### src/rtl/da_coef_rom_reader_if.sv
// Handshake and ROM-port bundle for the bit-serial DA coefficient evaluator.
// The evaluator attaches through the slave modport; its environment uses master.
interface da_coef_rom_reader_if #(
    parameter int unsigned B     = 16,
    parameter int unsigned ACC_W = 34
);
    logic                    in_valid;
    logic                    in_ready;
    logic signed [B-1:0]     x0;
    logic signed [B-1:0]     x1;
    logic signed [B-1:0]     x2;
    logic signed [B-1:0]     x3;
    logic                    rom_cs;
    logic [2:0]              rom_addr;
    logic [16:0]             rom_data;
    logic signed [ACC_W-1:0] y;
    logic                    out_valid;
    logic                    out_ready;

    modport master (
        output in_valid, x0, x1, x2, x3, rom_data, out_ready,
        input  in_ready, rom_cs, rom_addr, y, out_valid
    );

    modport slave (
        input  in_valid, x0, x1, x2, x3, rom_data, out_ready,
        output in_ready, rom_cs, rom_addr, y, out_valid
    );
endinterface

### src/rtl/da_coef_rom_reader.sv
// Bit-serial distributed-arithmetic evaluator: walks four samples LSB first, one lookup
// per bit in the 8-entry offset-binary coefficient ROM, and shift-accumulates one z-term.
module da_coef_rom_reader #(
    parameter int unsigned             B      = 16,
    parameter int unsigned             ACC_W  = 34,
    parameter logic signed [ACC_W-1:0] OFFSET = '0
) (
    input logic                 clk,
    input logic                 rst_n,
    da_coef_rom_reader_if.slave bus
);
    localparam int unsigned IdxW = (B > 1) ? $clog2(B) : 1;

    typedef enum logic [1:0] {
        StResetWait,
        StIdle,
        StRun,
        StDone
    } state_e;

    state_e                  state_q;
    logic                    in_ready_q;
    logic                    out_valid_q;
    logic signed [ACC_W-1:0] y_q;
    logic signed [ACC_W-1:0] acc_q;
    logic [B-1:0]            s0_q;
    logic [B-1:0]            s1_q;
    logic [B-1:0]            s2_q;
    logic [B-1:0]            s3_q;
    logic [IdxW-1:0]         j_q;

    logic                    b0;
    logic [2:0]              lut_idx;
    logic                    last_bit;
    logic signed [ACC_W-1:0] rom_ext;
    logic signed [ACC_W-1:0] term;
    logic signed [ACC_W-1:0] term_sh;
    logic signed [ACC_W-1:0] acc_next;
    logic                    unused_rom_msb;

    assign b0       = s0_q[0];
    assign lut_idx  = {s1_q[0], s2_q[0], s3_q[0]};
    assign last_bit = (j_q == IdxW'(B - 1));

    // The ROM only stores the b0=0 half; the b0=1 half is the negated complement entry.
    assign bus.rom_cs   = (state_q == StRun);
    assign bus.rom_addr = (state_q == StRun) ? (b0 ? ~lut_idx : lut_idx) : 3'd0;

    assign unused_rom_msb = bus.rom_data[16];
    assign rom_ext  = {{(ACC_W - 16){bus.rom_data[15]}}, bus.rom_data[15:0]};
    assign term     = b0 ? -rom_ext : rom_ext;
    assign term_sh  = term <<< j_q;
    // The top bit of a two's-complement sample carries negative weight.
    assign acc_next = last_bit ? (acc_q - term_sh) : (acc_q + term_sh);

    assign bus.in_ready  = in_ready_q;
    assign bus.out_valid = out_valid_q;
    assign bus.y         = y_q;

    always_ff @(posedge clk or negedge rst_n) begin
        if (!rst_n) begin
            state_q     <= StResetWait;
            in_ready_q  <= 1'b0;
            out_valid_q <= 1'b0;
            y_q         <= '0;
            acc_q       <= '0;
            s0_q        <= '0;
            s1_q        <= '0;
            s2_q        <= '0;
            s3_q        <= '0;
            j_q         <= '0;
        end else begin
            case (state_q)
                // One idle edge after reset lets the ROM finish its reset-sync blanking.
                StResetWait: begin
                    state_q    <= StIdle;
                    in_ready_q <= 1'b1;
                end
                StIdle: begin
                    if (bus.in_valid) begin
                        s0_q       <= bus.x0;
                        s1_q       <= bus.x1;
                        s2_q       <= bus.x2;
                        s3_q       <= bus.x3;
                        acc_q      <= OFFSET;
                        j_q        <= '0;
                        in_ready_q <= 1'b0;
                        state_q    <= StRun;
                    end
                end
                StRun: begin
                    acc_q <= acc_next;
                    s0_q  <= s0_q >> 1;
                    s1_q  <= s1_q >> 1;
                    s2_q  <= s2_q >> 1;
                    s3_q  <= s3_q >> 1;
                    j_q   <= j_q + IdxW'(1);
                    if (last_bit) begin
                        y_q         <= acc_next;
                        out_valid_q <= 1'b1;
                        state_q     <= StDone;
                    end
                end
                StDone: begin
                    if (bus.out_ready) begin
                        out_valid_q <= 1'b0;
                        in_ready_q  <= 1'b1;
                        state_q     <= StIdle;
                    end
                end
                default: begin
                    state_q     <= StResetWait;
                    in_ready_q  <= 1'b0;
                    out_valid_q <= 1'b0;
                end
            endcase
        end
    end
endmodule

### src/flat_wrapper.sv
// flat-port wrapper written by rule: the top's interface ports become plain ports
module da_coef_rom_reader_flat 
#(
    parameter int unsigned             B      = 16,
    parameter int unsigned             ACC_W  = 34,
    parameter logic signed [ACC_W-1:0] OFFSET = '0
)
  (clk, rst_n, bus_in_valid, bus_x0, bus_x1, bus_x2, bus_x3, bus_rom_data, bus_out_ready, bus_in_ready, bus_rom_cs, bus_rom_addr, bus_y, bus_out_valid);
  da_coef_rom_reader_if #(.B(B), .ACC_W(ACC_W)) bus_i ();
  input logic clk;
  input logic rst_n;
  input wire logic [$bits(bus_i.in_valid)-1:0] bus_in_valid;
  input wire logic [$bits(bus_i.x0)-1:0] bus_x0;
  input wire logic [$bits(bus_i.x1)-1:0] bus_x1;
  input wire logic [$bits(bus_i.x2)-1:0] bus_x2;
  input wire logic [$bits(bus_i.x3)-1:0] bus_x3;
  input wire logic [$bits(bus_i.rom_data)-1:0] bus_rom_data;
  input wire logic [$bits(bus_i.out_ready)-1:0] bus_out_ready;
  output wire logic [$bits(bus_i.in_ready)-1:0] bus_in_ready;
  output wire logic [$bits(bus_i.rom_cs)-1:0] bus_rom_cs;
  output wire logic [$bits(bus_i.rom_addr)-1:0] bus_rom_addr;
  output wire logic [$bits(bus_i.y)-1:0] bus_y;
  output wire logic [$bits(bus_i.out_valid)-1:0] bus_out_valid;
  assign bus_i.in_valid = bus_in_valid;
  assign bus_i.x0 = bus_x0;
  assign bus_i.x1 = bus_x1;
  assign bus_i.x2 = bus_x2;
  assign bus_i.x3 = bus_x3;
  assign bus_i.rom_data = bus_rom_data;
  assign bus_i.out_ready = bus_out_ready;
  assign bus_in_ready = bus_i.in_ready;
  assign bus_rom_cs = bus_i.rom_cs;
  assign bus_rom_addr = bus_i.rom_addr;
  assign bus_y = bus_i.y;
  assign bus_out_valid = bus_i.out_valid;
  da_coef_rom_reader #(.B(B), .ACC_W(ACC_W), .OFFSET(OFFSET)) u_core (.clk(clk), .rst_n(rst_n), .bus(bus_i));
endmodule
### config.mk
export PLATFORM = sky130hd
export DESIGN_NAME = da_coef_rom_reader_flat
export DESIGN_NICKNAME = d
export VERILOG_FILES = /design/src/rtl/da_coef_rom_reader_if.sv /design/src/rtl/da_coef_rom_reader.sv /design/src/flat_wrapper.sv
export SDC_FILE = /design/constraint.sdc
export NUM_CORES = 1
export LEC_CHECK = 0
export BUFFER_PORTS_ARGS = -buffer_cell sky130_fd_sc_hd__buf_2
export CORE_ASPECT_RATIO = 0.7
export CORE_MARGIN = 8
export CORE_UTILIZATION = 50
export CTS_BUF_LIST = sky130_fd_sc_hd__clkbuf_16
export CTS_CLUSTER_DIAMETER = 150
export DETAILED_ROUTE_END_ITERATION = 12
export MAX_ROUTING_LAYER = met4
export PLACE_DENSITY_LB_ADDON = 0.08
export REMOVE_ABC_BUFFERS = 1
export SLEW_MARGIN = 20
export SYNTH_ARGS = -nofsm -noshare
export SYNTH_HDL_FRONTEND = slang
export SYNTH_SLANG_ARGS = --single-unit
### constraint.sdc
create_clock -name clk -period 10.27 [get_ports clk]
set_input_delay 1.5405 -clock clk [delete_from_list [all_inputs] [get_ports clk]]
set_output_delay 1.5405 -clock clk [all_outputs]
set_load 0.02 [all_outputs]
==> metrics.md <==
| Metric | Value |
|---|---|
| # DRC | `0` |
| CP endpoint kind | `flip-flop` |
| Setup CP Type | `primary input to flip-flop` |
| Final Util | `0.5687` |
| Clock root buffer | `clkbuf_16` |
| Vias per cell | `5.840` |
| DIE WIDTH | `191.1 µm` |
| WL met3 | `1.979 mm` |
| Worst vdd ir | `211.6 µV` |
| Fmax | `0.1248 GHz` |
| Async set or reset register ratio after synthesis | `1.000` |
| HP Class | `flip-flop to flip-flop` |
| Initial drt markers | `776` |
| IO Count | `125` |
| N_diodes | `0` |
| Syn. warnings | `0` |
| Vias | `9730` |
| Num CTS Buffers | `17` |
| Most instantiated cells after synthesis | `219 x nand2_1, 178 x o21ai_0, 140 x dfrtp_1, 72 x mux2i_1, 66 x clkbuf_1` |
| Area Growth Syn to Fin | `13.36%` |
| Setup violations, final | `0` |
| Minimum clock period | `8.012 ns` |
| WHS | `0.4706 ns` |
| Worst-Margin Slew | `0.9029 ns` |
| Power after layout | `3.782 mW` |
| Tot GR Track Use | `0.2285` |
| CTS tree | `done` |
| Clock Sinks | `140` |
| Max-Cap Viols | `0` |
| Core area | `21400 µm²` |
| Prevailing post-synth register cell | `dfrtp_1` |
| First-pass GRT wire length | `48.58 mm` |
| Share of the synthesized area in the top cell type | `0.3264` |
| Pwr/cell area | `310.8 nW/µm²` |
| Largest net degree at the start of global routing | `131` |
| Multi-input logic area | `6864 µm²` |
| Post-route antenna net violation count | `0` |
| Die Y | `138.6 µm` |
| Register area share after synthesis | `0.3264` |
| Number of I/O port buffers | `123` |
| Top Layer Used | `met4` |
| Crit-path max FO | `12` |
| Unrepaired setup endpoints after global routing | `false` |
| Hold buffers post-CTS | `0` |
| Final wirelength | `29.22 mm` |
| Initial antenna violation count | `1` |
| Full die area | `26490 µm²` |
| Yosys top cell by area | `dfrtp_1` |
| Hold Path Cell Cnt | `2` |
| Startpoint types | `primary input` |
| M1 WL | `14.83 mm` |
| Cell count after synthesis | `1298` |
| Met2 WL | `12.19 mm` |
| Core Rows | `45` |
| Synth cell types | `86` |
| #FFs+latches synth | `140` |
| Bufs on Longest Clock Path | `2` |
| Register area | `3503 µm²` |
| EDFF count, synth | `0` |
| Setup Buffers After CTS | `0` |
| Post-DP HPWL | `21.32 mm` |
| Worst setup path startpoint | `bus_rom_data[0]` |
| CTS resizes | `0` |
| Pre-Repair DR Iteration Count | `5` |
| CTS H-tree lvls | `4` |
| Tcrit/Tclk final | `0.7801` |
| Gpl congestion | `0.9375` |
| Number of global-route vias before repair | `9283` |
| Worst Clk Skew | `0.006298 ns` |
| Mapped Avg Cell Area | `8.270 µm²` |
| Final #Nets | `1499` |
| Fillers | `2020` |
| Largest cells by area after synthesis | `dfrtp_1 33%, o21ai_0 8.3%, nand2_1 7.7%` |
| Relative slew slack | `0.3968` |
| Final hold violations | `0` |
| Clk Latency, worst-skew pair | `0.44 ns` |
| Starting Density | `0.5017` |
| Post-Syn Area | `10730 µm²` |
| Critical R2R Capture | `u_core.bus.y[32]` |
| Worst EP required | `10.55 ns` |
| Setup TNS | `0 ns` |
| Reg2Reg Depth | `22` |
| Critical Path End | `u_core.bus.y[32]` |
| Most numerous cell in the Yosys netlist | `nand2_1` |
| Status | `finished, final reports clean` |
| Arr. time, crit path | `8.30 ns` |
| Worst r2r src | `u_core.j_q[0]` |
| Final Max Slew Viols | `0` |
| Reg2reg setup slack | `3.39 ns` |
| Avg WL per Cell | `17.54 µm` |
| Clock transition at path regs | `0.06 ns` |
| Gr ovfl total | `0` |
| Share of cells above drive strength 1 | `0.1539` |
| Pleak | `5.238 nW` |
==> kinds of logic (layout without fill, tap and decap cells) <==
group,Yosys count,after routing,synth area share
xor gates and xnor gates,69,69,0.05700
DFF,140,140,0.3264
adders and majority gates,43,43,0.05082
AOI/OAI and AO/OA,395,395,0.2293
muxes,86,86,0.08707
and+or+nand+nor,464,464,0.2121
buffers and inverters,101,187,0.03730
==> critical path, cell delays in order <==
cell	delay [ns]
buf_2	0.16
inv_1	0.07
ha_1	0.40
nor3b_1	0.74
nand3_1	0.16
ha_1	0.32
and3b_1	0.20
nor2_1	0.12
a31oi_1	0.18
o221ai_2	0.31
nor3_1	0.09
or3_4	0.43
or4b_4	0.51
nor4_4	0.29
or3_1	0.16
nand2_1	0.06
ha_1	0.35
a21oi_1	0.30
nand2_1	0.10
nor4_1	0.46
o21ai_0	0.28
a41oi_1	0.34
a21oi_1	0.16
a31oi_1	0.22
xor2_1	0.20
o21ai_0	0.12
==> cell usage in the layout (no fill, tap or decap), types with 8 or more instances in the layout <==
cell / count
nor3_1: 15
xor2_1: 35
a211oi_1: 9
a31oi_1: 20
a21o_1: 12
buf_2: 122
clkbuf_16: 17
o21ai_0: 178
mux2_2: 9
o31ai_1: 11
ha_1: 41
nor2_1: 65
nor2b_1: 24
dfrtp_1: 140
nand3_1: 37
nand2_1: 217
mux2i_1: 72
buf_4: 10
o21a_1: 8
and2_1: 16
inv_1: 16
nand2b_1: 17
a21oi_1: 60
and3_1: 8
xnor2_1: 33
==> sequential cells by signal (all words and copies together) (netlist names) <==
signal / flops
u_core.acc_q: 34
u_core.s2_q: 16
u_core.bus.y: 34
u_core.s0_q: 16
u_core.bus.out_valid: 1
u_core.j_q: 4
u_core.s3_q: 16
u_core.s1_q: 16
u_core.bus.in_ready: 1
u_core.state_q: 2
==> power by group <==
part           internal [mW]  total (mW)  leakage, nW  switching [mW]
clock                  0.436       0.700        0.315           0.265
combinational          0.858        2.24         3.27            1.38
sequential             0.732       0.843         1.65           0.110
==> worst min-delay path by stage <==
stage | from | endpoint | slack (ns)
after global placement | u_core.bus.y[30] | u_core.bus.y[30] | 0.46
after global routing | u_core.bus.y[25] | u_core.bus.y[25] | 0.49
final | u_core.bus.y[30] | u_core.bus.y[30] | 0.47
after floorplan | u_core.s0_q[10] | u_core.s0_q[10] | 0.45
after detailed placement | u_core.bus.y[30] | u_core.bus.y[30] | 0.46
after CTS | u_core.bus.y[30] | u_core.bus.y[30] | 0.48
==> metal layers <==
layer / track usage / up-vias
met5: - / -
met4: 0.04808 / 0
met3: 0.04874 / 14
met2: 0.3152 / 259
met1: 0.3372 / 4597
li1: - / 4860
==> final cells by class <==
type,count,share of cell area
multi-input combinational,1057,0.5641
timing repair buffer,134,0.05820
tap,282,0.02900
inverter,21,0.006478
sequential,140,0.2879
clock buffer,17,0.03496
clock inverter,15,0.01933
==> stage by stage <==
stage               instance area (µm²)  cells  worst slack (ns)
global placement                  11500   1634             2.046
floorplan                         10410   1218             2.366
detailed placement                11500   1634             1.972
CTS                               12160   1666             2.389
finish                            12170   1666             2.258
global route                      12170   1666             1.770
(Power assumes the default switching activity.)
